`config.mk`:
```
export PLATFORM = sky130hd
export DESIGN_NAME = axi_read_arbiter
export DESIGN_NICKNAME = d
export VERILOG_FILES = /design/src/rtl/axi_arb_pkg.sv /design/src/rtl/axi_read_arbiter_rr.sv /design/src/rtl/axi_read_arbiter.sv
export SDC_FILE = /design/constraint.sdc
export NUM_CORES = 1
export LEC_CHECK = 0
export CAP_MARGIN = 20
export CORE_AREA = 2 2 131 133
export CTS_CLUSTER_DIAMETER = 120
export DETAILED_ROUTE_END_ITERATION = 10
export DIE_AREA = 0 0 133 135
export DONT_BUFFER_PORTS = 1
export PLACE_DENSITY = 0.3
export SETUP_SLACK_MARGIN = 0.3
export SLEW_MARGIN = 30
export SYNTH_ARGS = -nofsm -noshare
export SYNTH_HDL_FRONTEND = slang
export SYNTH_SLANG_ARGS = --single-unit
```
`constraint.sdc`:
```
create_clock -name axi_clk -period 1.1 [get_ports axi_clk]
set_clock_uncertainty 0.1 [all_clocks]
set_input_delay 0 -clock axi_clk [delete_from_list [all_inputs] [get_ports axi_clk]]
set_output_delay 0 -clock axi_clk [all_outputs]
set_load 0.1 [all_outputs]
```
`src/rtl/axi_arb_pkg.sv`:
```
// Shared definitions for the AXI read-side (and future write-side) arbiters:
// FSM encoding, AXI burst/response constants and the grant-index width helper.
package axi_arb_pkg;

    typedef enum logic [1:0] {
        ST_IDLE = 2'd0,
        ST_ADDR = 2'd1,
        ST_DATA = 2'd2
    } arb_state_e;

    localparam logic [1:0] BURST_FIXED = 2'b00;
    localparam logic [1:0] BURST_INCR  = 2'b01;
    localparam logic [1:0] BURST_WRAP  = 2'b10;

    localparam logic [1:0] RESP_OKAY   = 2'b00;

    // A one-requester arbiter still needs a 1-bit grant index.
    function automatic int grant_width(input int n);
        return (n <= 2) ? 1 : $clog2(n);
    endfunction

endpackage

```
`src/rtl/axi_read_arbiter_rr.sv`:
```
// Combinational round-robin picker: the first requester after last_grant_i,
// wrapping modulo NUM_REQ, wins. Shared by the read and write arbiters.
module rr_arbiter
    import axi_arb_pkg::*;
#(
    parameter int NUM_REQ = 2,
    parameter int GW      = grant_width(NUM_REQ)
) (
    input  logic [NUM_REQ-1:0] req_i,
    input  logic [GW-1:0]      last_grant_i,
    output logic [GW-1:0]      grant_o,
    output logic               any_req_o
);

    logic found;

    // Offsets run 1..NUM_REQ so the last winner is examined last.
    always_comb begin
        grant_o = last_grant_i;
        found   = 1'b0;
        for (int off = 1; off <= NUM_REQ; off++) begin
            if (!found && req_i[(int'(last_grant_i) + off) % NUM_REQ]) begin
                grant_o = GW'((int'(last_grant_i) + off) % NUM_REQ);
                found   = 1'b1;
            end
        end
    end

    assign any_req_o = |req_i;

endmodule

```
`src/rtl/axi_read_arbiter.sv`:
```
// N:1 round-robin arbiter sharing the RAM read port between AXI4 read
// requesters, one complete burst at a time.
module axi_read_arbiter
    import axi_arb_pkg::*;
#(
    parameter int NUM_MASTERS    = 2,
    parameter int AXI_ADDR_WIDTH = 12,
    parameter int AXI_DATA_WIDTH = 64,
    parameter int AXI_ID_WIDTH   = 8
) (
    input  logic                                   axi_clk,
    input  logic                                   axi_resetn,

    input  logic [NUM_MASTERS*AXI_ADDR_WIDTH-1:0]  s_ar_addr,
    input  logic [NUM_MASTERS*2-1:0]               s_ar_burst,
    input  logic [NUM_MASTERS*3-1:0]               s_ar_size,
    input  logic [NUM_MASTERS*AXI_ID_WIDTH-1:0]    s_ar_id,
    input  logic [NUM_MASTERS*8-1:0]               s_ar_len,
    input  logic [NUM_MASTERS-1:0]                 s_ar_valid,
    output logic [NUM_MASTERS-1:0]                 s_ar_ready,
    output logic [NUM_MASTERS*AXI_DATA_WIDTH-1:0]  s_r_data,
    output logic [NUM_MASTERS*AXI_ID_WIDTH-1:0]    s_r_id,
    output logic [NUM_MASTERS*2-1:0]               s_r_resp,
    output logic [NUM_MASTERS-1:0]                 s_r_last,
    output logic [NUM_MASTERS-1:0]                 s_r_valid,
    input  logic [NUM_MASTERS-1:0]                 s_r_ready,

    output logic [AXI_ADDR_WIDTH-1:0]              m_ar_addr,
    output logic [1:0]                             m_ar_burst,
    output logic [2:0]                             m_ar_size,
    output logic [AXI_ID_WIDTH-1:0]                m_ar_id,
    output logic [7:0]                             m_ar_len,
    output logic                                   m_ar_valid,
    input  logic                                   m_ar_ready,
    input  logic [AXI_DATA_WIDTH-1:0]              m_r_data,
    input  logic [AXI_ID_WIDTH-1:0]                m_r_id,
    input  logic [1:0]                             m_r_resp,
    input  logic                                   m_r_last,
    input  logic                                   m_r_valid,
    output logic                                   m_r_ready
);

    localparam int GW = grant_width(NUM_MASTERS);
    localparam logic [GW-1:0] LAST_GRANT_INIT = GW'(NUM_MASTERS - 1);

    arb_state_e        state_q, state_d;
    logic [GW-1:0]     grant_q, grant_d;
    logic [GW-1:0]     last_grant_q, last_grant_d;
    logic [GW-1:0]     rr_grant;
    logic              rr_any;
    logic              ar_fire;
    logic [NUM_MASTERS-1:0] sel;

    logic [AXI_ADDR_WIDTH-1:0] ar_addr_arr  [NUM_MASTERS];
    logic [1:0]                ar_burst_arr [NUM_MASTERS];
    logic [2:0]                ar_size_arr  [NUM_MASTERS];
    logic [AXI_ID_WIDTH-1:0]   ar_id_arr    [NUM_MASTERS];
    logic [7:0]                ar_len_arr   [NUM_MASTERS];

    rr_arbiter #(
        .NUM_REQ (NUM_MASTERS),
        .GW      (GW)
    ) u_rr (
        .req_i        (s_ar_valid),
        .last_grant_i (last_grant_q),
        .grant_o      (rr_grant),
        .any_req_o    (rr_any)
    );

    // Unpack requester lanes; R payload is broadcast, only valid/ready are steered.
    genvar gi;
    generate
        for (gi = 0; gi < NUM_MASTERS; gi++) begin : g_lane
            assign ar_addr_arr[gi]  = s_ar_addr[gi*AXI_ADDR_WIDTH +: AXI_ADDR_WIDTH];
            assign ar_burst_arr[gi] = s_ar_burst[gi*2 +: 2];
            assign ar_size_arr[gi]  = s_ar_size[gi*3 +: 3];
            assign ar_id_arr[gi]    = s_ar_id[gi*AXI_ID_WIDTH +: AXI_ID_WIDTH];
            assign ar_len_arr[gi]   = s_ar_len[gi*8 +: 8];

            assign sel[gi]        = (grant_q == GW'(gi));
            assign s_ar_ready[gi] = (state_q == ST_ADDR) && sel[gi] && m_ar_ready;
            assign s_r_valid[gi]  = (state_q == ST_DATA) && sel[gi] && m_r_valid;

            assign s_r_data[gi*AXI_DATA_WIDTH +: AXI_DATA_WIDTH] = m_r_data;
            assign s_r_id[gi*AXI_ID_WIDTH +: AXI_ID_WIDTH]       = m_r_id;
            assign s_r_resp[gi*2 +: 2]                           = m_r_resp;
            assign s_r_last[gi]                                  = m_r_last;
        end
    endgenerate

    // One-hot AND-OR mux keeps the AR path free of out-of-range indexing.
    always_comb begin
        m_ar_addr  = '0;
        m_ar_burst = '0;
        m_ar_size  = '0;
        m_ar_id    = '0;
        m_ar_len   = '0;
        for (int i = 0; i < NUM_MASTERS; i++) begin
            if (sel[i]) begin
                m_ar_addr  = ar_addr_arr[i];
                m_ar_burst = ar_burst_arr[i];
                m_ar_size  = ar_size_arr[i];
                m_ar_id    = ar_id_arr[i];
                m_ar_len   = ar_len_arr[i];
            end
        end
    end

    always_comb begin
        state_d      = state_q;
        grant_d      = grant_q;
        last_grant_d = last_grant_q;
        m_ar_valid   = 1'b0;
        m_r_ready    = 1'b1;
        ar_fire      = 1'b0;
        case (state_q)
            ST_IDLE: begin
                if (rr_any) begin
                    grant_d      = rr_grant;
                    last_grant_d = rr_grant;
                    state_d      = ST_ADDR;
                end
            end
            ST_ADDR: begin
                m_ar_valid = |(s_ar_valid & sel);
                ar_fire    = m_ar_valid && m_ar_ready;
                if (ar_fire) begin
                    state_d = ST_DATA;
                end
            end
            ST_DATA: begin
                // The RAM stalls its read pipeline on r_ready, so ready is
                // only ever lowered by the owning requester.
                m_r_ready = |(s_r_ready & sel);
                if (m_r_valid && m_r_ready && m_r_last) begin
                    state_d = ST_IDLE;
                end
            end
            default: state_d = ST_IDLE;
        endcase
    end

    always_ff @(posedge axi_clk or negedge axi_resetn) begin
        if (!axi_resetn) begin
            state_q      <= ST_IDLE;
            grant_q      <= '0;
            last_grant_q <= LAST_GRANT_INIT;
        end else begin
            state_q      <= state_d;
            grant_q      <= grant_d;
            last_grant_q <= last_grant_d;
        end
    end

endmodule

```
Yosys cells after proc, flatten, opt, wreduce, memory -nomap -nowiden
Cells that the tools add are included.
Widths: inputs -> output; s select.

word-level totals
  register bits after elaboration = 4
  bits of input ports = 149
  output and inout bits = 189
  word-level logic and storage cells = 56

operators by class
  add/subtract/negate cells = 2
  $lt $le $gt $ge = 2
  equal/unequal tests = 5
  muxes and demuxes = 20
  bitwise operators = 5
  reductions and logical operators = 19

operator list
  operator             count
  $mux 8               2
  $logic_and 1x1->1    12
  $mux 12              1
  $mux 1               11
  $mux 2               4
  $lt 2x3->1 const B   2
  $pmux 2 s3           1
  $reduce_or 2->1      3
  $and 2x2->2          2
  $ne 2x1->1 const B   2
  $mux 3               1
  $reduce_and 3->1     1
  $add 1x1->1 const B  2
  $and 1x1->1 const A  2
  $eq 2x1->1 const B   1
  $eq 2x2->1 const B   1
  $logic_not 2->1      1
  $ne 2x2->1 const B   1
  $reduce_and 2->1     1
  $logic_not 1->1      1
  $not 1->1            1

Depth between registers and ports, before layout
  depth in word-level cells = 9
  gate-level depth with buffers = 4
  depth with buffers taken out = 3

Hierarchy
From an unflattened synthesis, not the netlist that was laid out.

unflattened totals
  cell total of the unflattened synthesis = 215
  area, all modules = 1,816.7 um^2

by module, submodules not included
  module            instances  cells an instance  area an instance (um^2)  seq. area each (um^2)
  axi_read_arbiter  1          212                1,796.7                  101.3
  rr_arbiter        1          3                  20.0                     0.0

Worst setup path after synthesis
No wires, ideal clock.

  kind = reg-to-output
  start point = reg state_q[0]
  end point = out s_r_valid[0]
  arrival = 1,979 ps
  required time = 1,000 ps
  slack = -979 ps
  cell stages (with the launch flop) = 4
  buffers on the path = 0
  cell sequence = dfrtp_1 and2b_1 nand2_1 nor2_1

on the way
  longest elaborated chain between the ends = 3

ends and longest elaborated chain
  item                            RTL line                 RTL
  start: declaration              axi_read_arbiter.sv:46   arb_state_e state_q, state_d;
  start signal: assignment        axi_read_arbiter.sv:149  state_q <= state_d;
  $eq 2x2->1                      axi_read_arbiter.sv:82   assign s_r_valid[gi] = (state_q == ST_DATA) && sel[gi] && m_r_valid;
  $logic_and 1x1->1 (2 in a row)  axi_read_arbiter.sv:82
  end: declaration                axi_read_arbiter.sv:25   output logic [NUM_MASTERS-1:0] s_r_valid,

No other way between the ends.

Worst setup path after layout
  start point = reg grant_q
  end point = out m_ar_addr[5]

on the way
  longest elaborated chain between the ends = 1

ends and longest elaborated chain
  item                      RTL line                 RTL
  start: declaration        axi_read_arbiter.sv:47   logic [GW-1:0] grant_q, grant_d;
  start signal: assignment  axi_read_arbiter.sv:150  grant_q <= grant_d;
  $mux 12                   axi_read_arbiter.sv:99   if (sel[i]) begin
  end: declaration          axi_read_arbiter.sv:28   output logic [AXI_ADDR_WIDTH-1:0] m_ar_addr,

No other way between the ends.

==> impl_metrics.yaml <==
routing:
  drc: 0
  drt-initial-drc-count: 20
  ant_nets: 0
  vias: 1087
  avgViaCountPerCell: 2.81
  first_pass_iters: 3
  drt_wl_total_microns: 4850
  wl_per_cell_microns: 12.5
sta:
  setup_viol: 42
  worst_pin_slew_ns: 0.304
  hold_viol: 4
  hold_slack_ns: -0.0396
  slew_violations: 0
  fmax_mhz: 639
  period_needed_ns: 1.57
  max_slew_margin_pct: 79.8
  fin_crit_sh_pct: 142
  finalWorstSetupSlack_ns: -0.466
  rsz0062_at_grt: "yes"
clock_network:
  path_clk_slew_ns: 0.03
  clockRootBuffer: "clkbuf_16"
  cts_hold_buf: 80
  htreeDepth: 1
  cts_buffers: 3
  insertion_delay_ns: 0.22
  clock-sinks: 4
  cts_buffer_depth: 2
  cts_tree: "done"
global_route:
  antenna_found_initial: 0
  grt_max_degree: 11
  grt_pass1_wl_microns: 6730
  gr-usage-all-layers_pct: 4.63
  grt-ovfl-total: 0
  grt_pass1_vias: 1167
die:
  rows: 47
  coreArea_sq_um: 16400
  die_w_microns: 133
  dieArea_sq_um: 18000
  io_pins: 338
  die_height_microns: 135
  start_util_pct: 11.1
placed_design:
  dpl.cell_count: 299
  gp_routability_congestion: 0.653
  io_buffers: 0
  pre_cts_ws_ns: -0.232
  dp_hpwl_microns: 3210
pwr:
  leakage_nw: 1.33
  power_density_nw_per_um2: 3080
  ir_worst_vdd_mv: 1.21
min_path:
  holdCritPathClass: "input port to asynchronous set/reset pin"
logic_synthesis:
  yosys.area.top_type: "buf_4"
  synth_area_per_cell_sq_um: 8.56
  synthDistinctLibCells: 21
  synth_ff_type: "dfrtp_1"
  ys_ff_latch: 4
  synth.cell_area_sq_um: 1820
  ys_warn_count: 0
  async_flop_share_pct: 100
  netlist_top_cells_count: "buf_4, mux2_2, mux2_4, nand2_1, dfrtp_1"
  seq_area_frac_synth_pct: 5.56
  syn_inst: 213
  yosysTopAreaCellShare_pct: 62.6
  synth_edf_count: 0
  syn_nets: 362
  synthTopCellsByArea: "buf_4, mux2_2, mux2_4"
  yosysMostFrequentCell: "buf_4"
finish:
  nFillCells: 1731
  fin_cells: 387
  nets: 317
  area_growth_pct: 71.0
  diodes: 0
  layout-drive-gt1-share_pct: 89.8
critical_path:
  r2r_start: "grant_q"
  startpoint: "grant_q"
  required_ns: 1.00
  r2r-end: "state_q[1]"
  reg2reg_slack_ns: -0.22
  reg2regPathDepth: 4
  cp-start-kind: "flop"
  cp-end-kind: "output port"
  cp_max_fo: 10
  criticalPathCategory: "flop to output port"
  crit_arrival_ns: 1.47
flow_run:
  cap_violations: 0
run_status:
  violations: "negative hold slack, negative setup slack"
  status: "complete, but fails checks"
## what timing repair did
action | CTS | global route
setup buffers | 3 | 1
endpoints found under the hold margin | 158 | 4
resized for setup | 13 | 2
pin swaps | 8 | 2
setup endpoints to repair | 43 | 43
## critical path: stages, from the launching register on
cell     delay (ns)
dfrtp_2        0.48
buf_12         0.17
buf_12         0.14
mux2_4         0.44
## metrics by stage
step	TNS (ns)	util (%)	power, mW	cell area (sq um)
global route	-17.72	19.0	9.83	3120
CTS	-16.97	18.9	9.60	3100
detailed placement	-7.64	8.52	6.01	1400
global placement	-6.78	8.52	6.00	1400
finish	-15.80	19.0	9.59	3120
floorplan	-5.40	-	7.53	1930
## worst max path at each step
stage | to | slack (ns) | depth (start not counted)
detailed placement | m_ar_addr[0] | -0.23 | 2
CTS | m_ar_addr[10] | -0.47 | 2
floorplan | s_ar_ready[0] | -0.80 | 3
global placement | m_ar_addr[5] | -0.21 | 3
finish | m_ar_addr[5] | -0.47 | 3
global route | m_ar_addr[5] | -0.50 | 3
## metal layers
layer  up-vias  track usage (%)  part of all wire, %
met3         2             2.03                   14
met4         0            0.538                 0.12
li1        451                -                    -
met5         -                0                    0
met1       495             4.76                   28
met2       139             8.92                   58
## cells in the final DEF (no fill, tap or decap), drive strengths merged
cell	instances
buf	99
mux2	34
nand2	6
dlygate4sd3	5
clkbuf	4
dfrtp	3
nor2	2
and2b	1
and3	1
nor4bb	1
and4b	1
mux2i	1
and3b	1
nand4b	1
nand3	1
a32o	1
a21oi	1
a31oi	1
nor3	1
a311oi	1
dfstp	1
## power breakdown
group / internal, mW / switching, mW / total [mW]
Combinational: 2.42 / 6.23 / 8.65
Clock: 0.479 / 0.108 / 0.588
Sequential: 0.237 / 0.110 / 0.347
Total: 3.14 / 6.45 / 9.59
## cells by family (layout without fill, tap and decap cells)
kind of cell	Yosys count	count (layout)	synth area share, %
mux	35	35	22.8
buf+inv	154	108	63.8
simple gates	16	16	5.83
flops	4	4	5.56
compound gates	4	4	1.99
## sequential cells by signal, summed over array words and instances (netlist names)
signal        cells
state_q           2
last_grant_q      1
grant_q           1
## final cells by class
class	count	area [sq um]	area share (%)
Tap cell	220	275	8.83
Sequential cell	4	104	3.33
Clock buffer	4	78.8	2.53
Timing Repair Buffer	104	1960	63.0
Multi-Input combinational cell	55	697	22.4
Power figures use the tool's default switching activity.
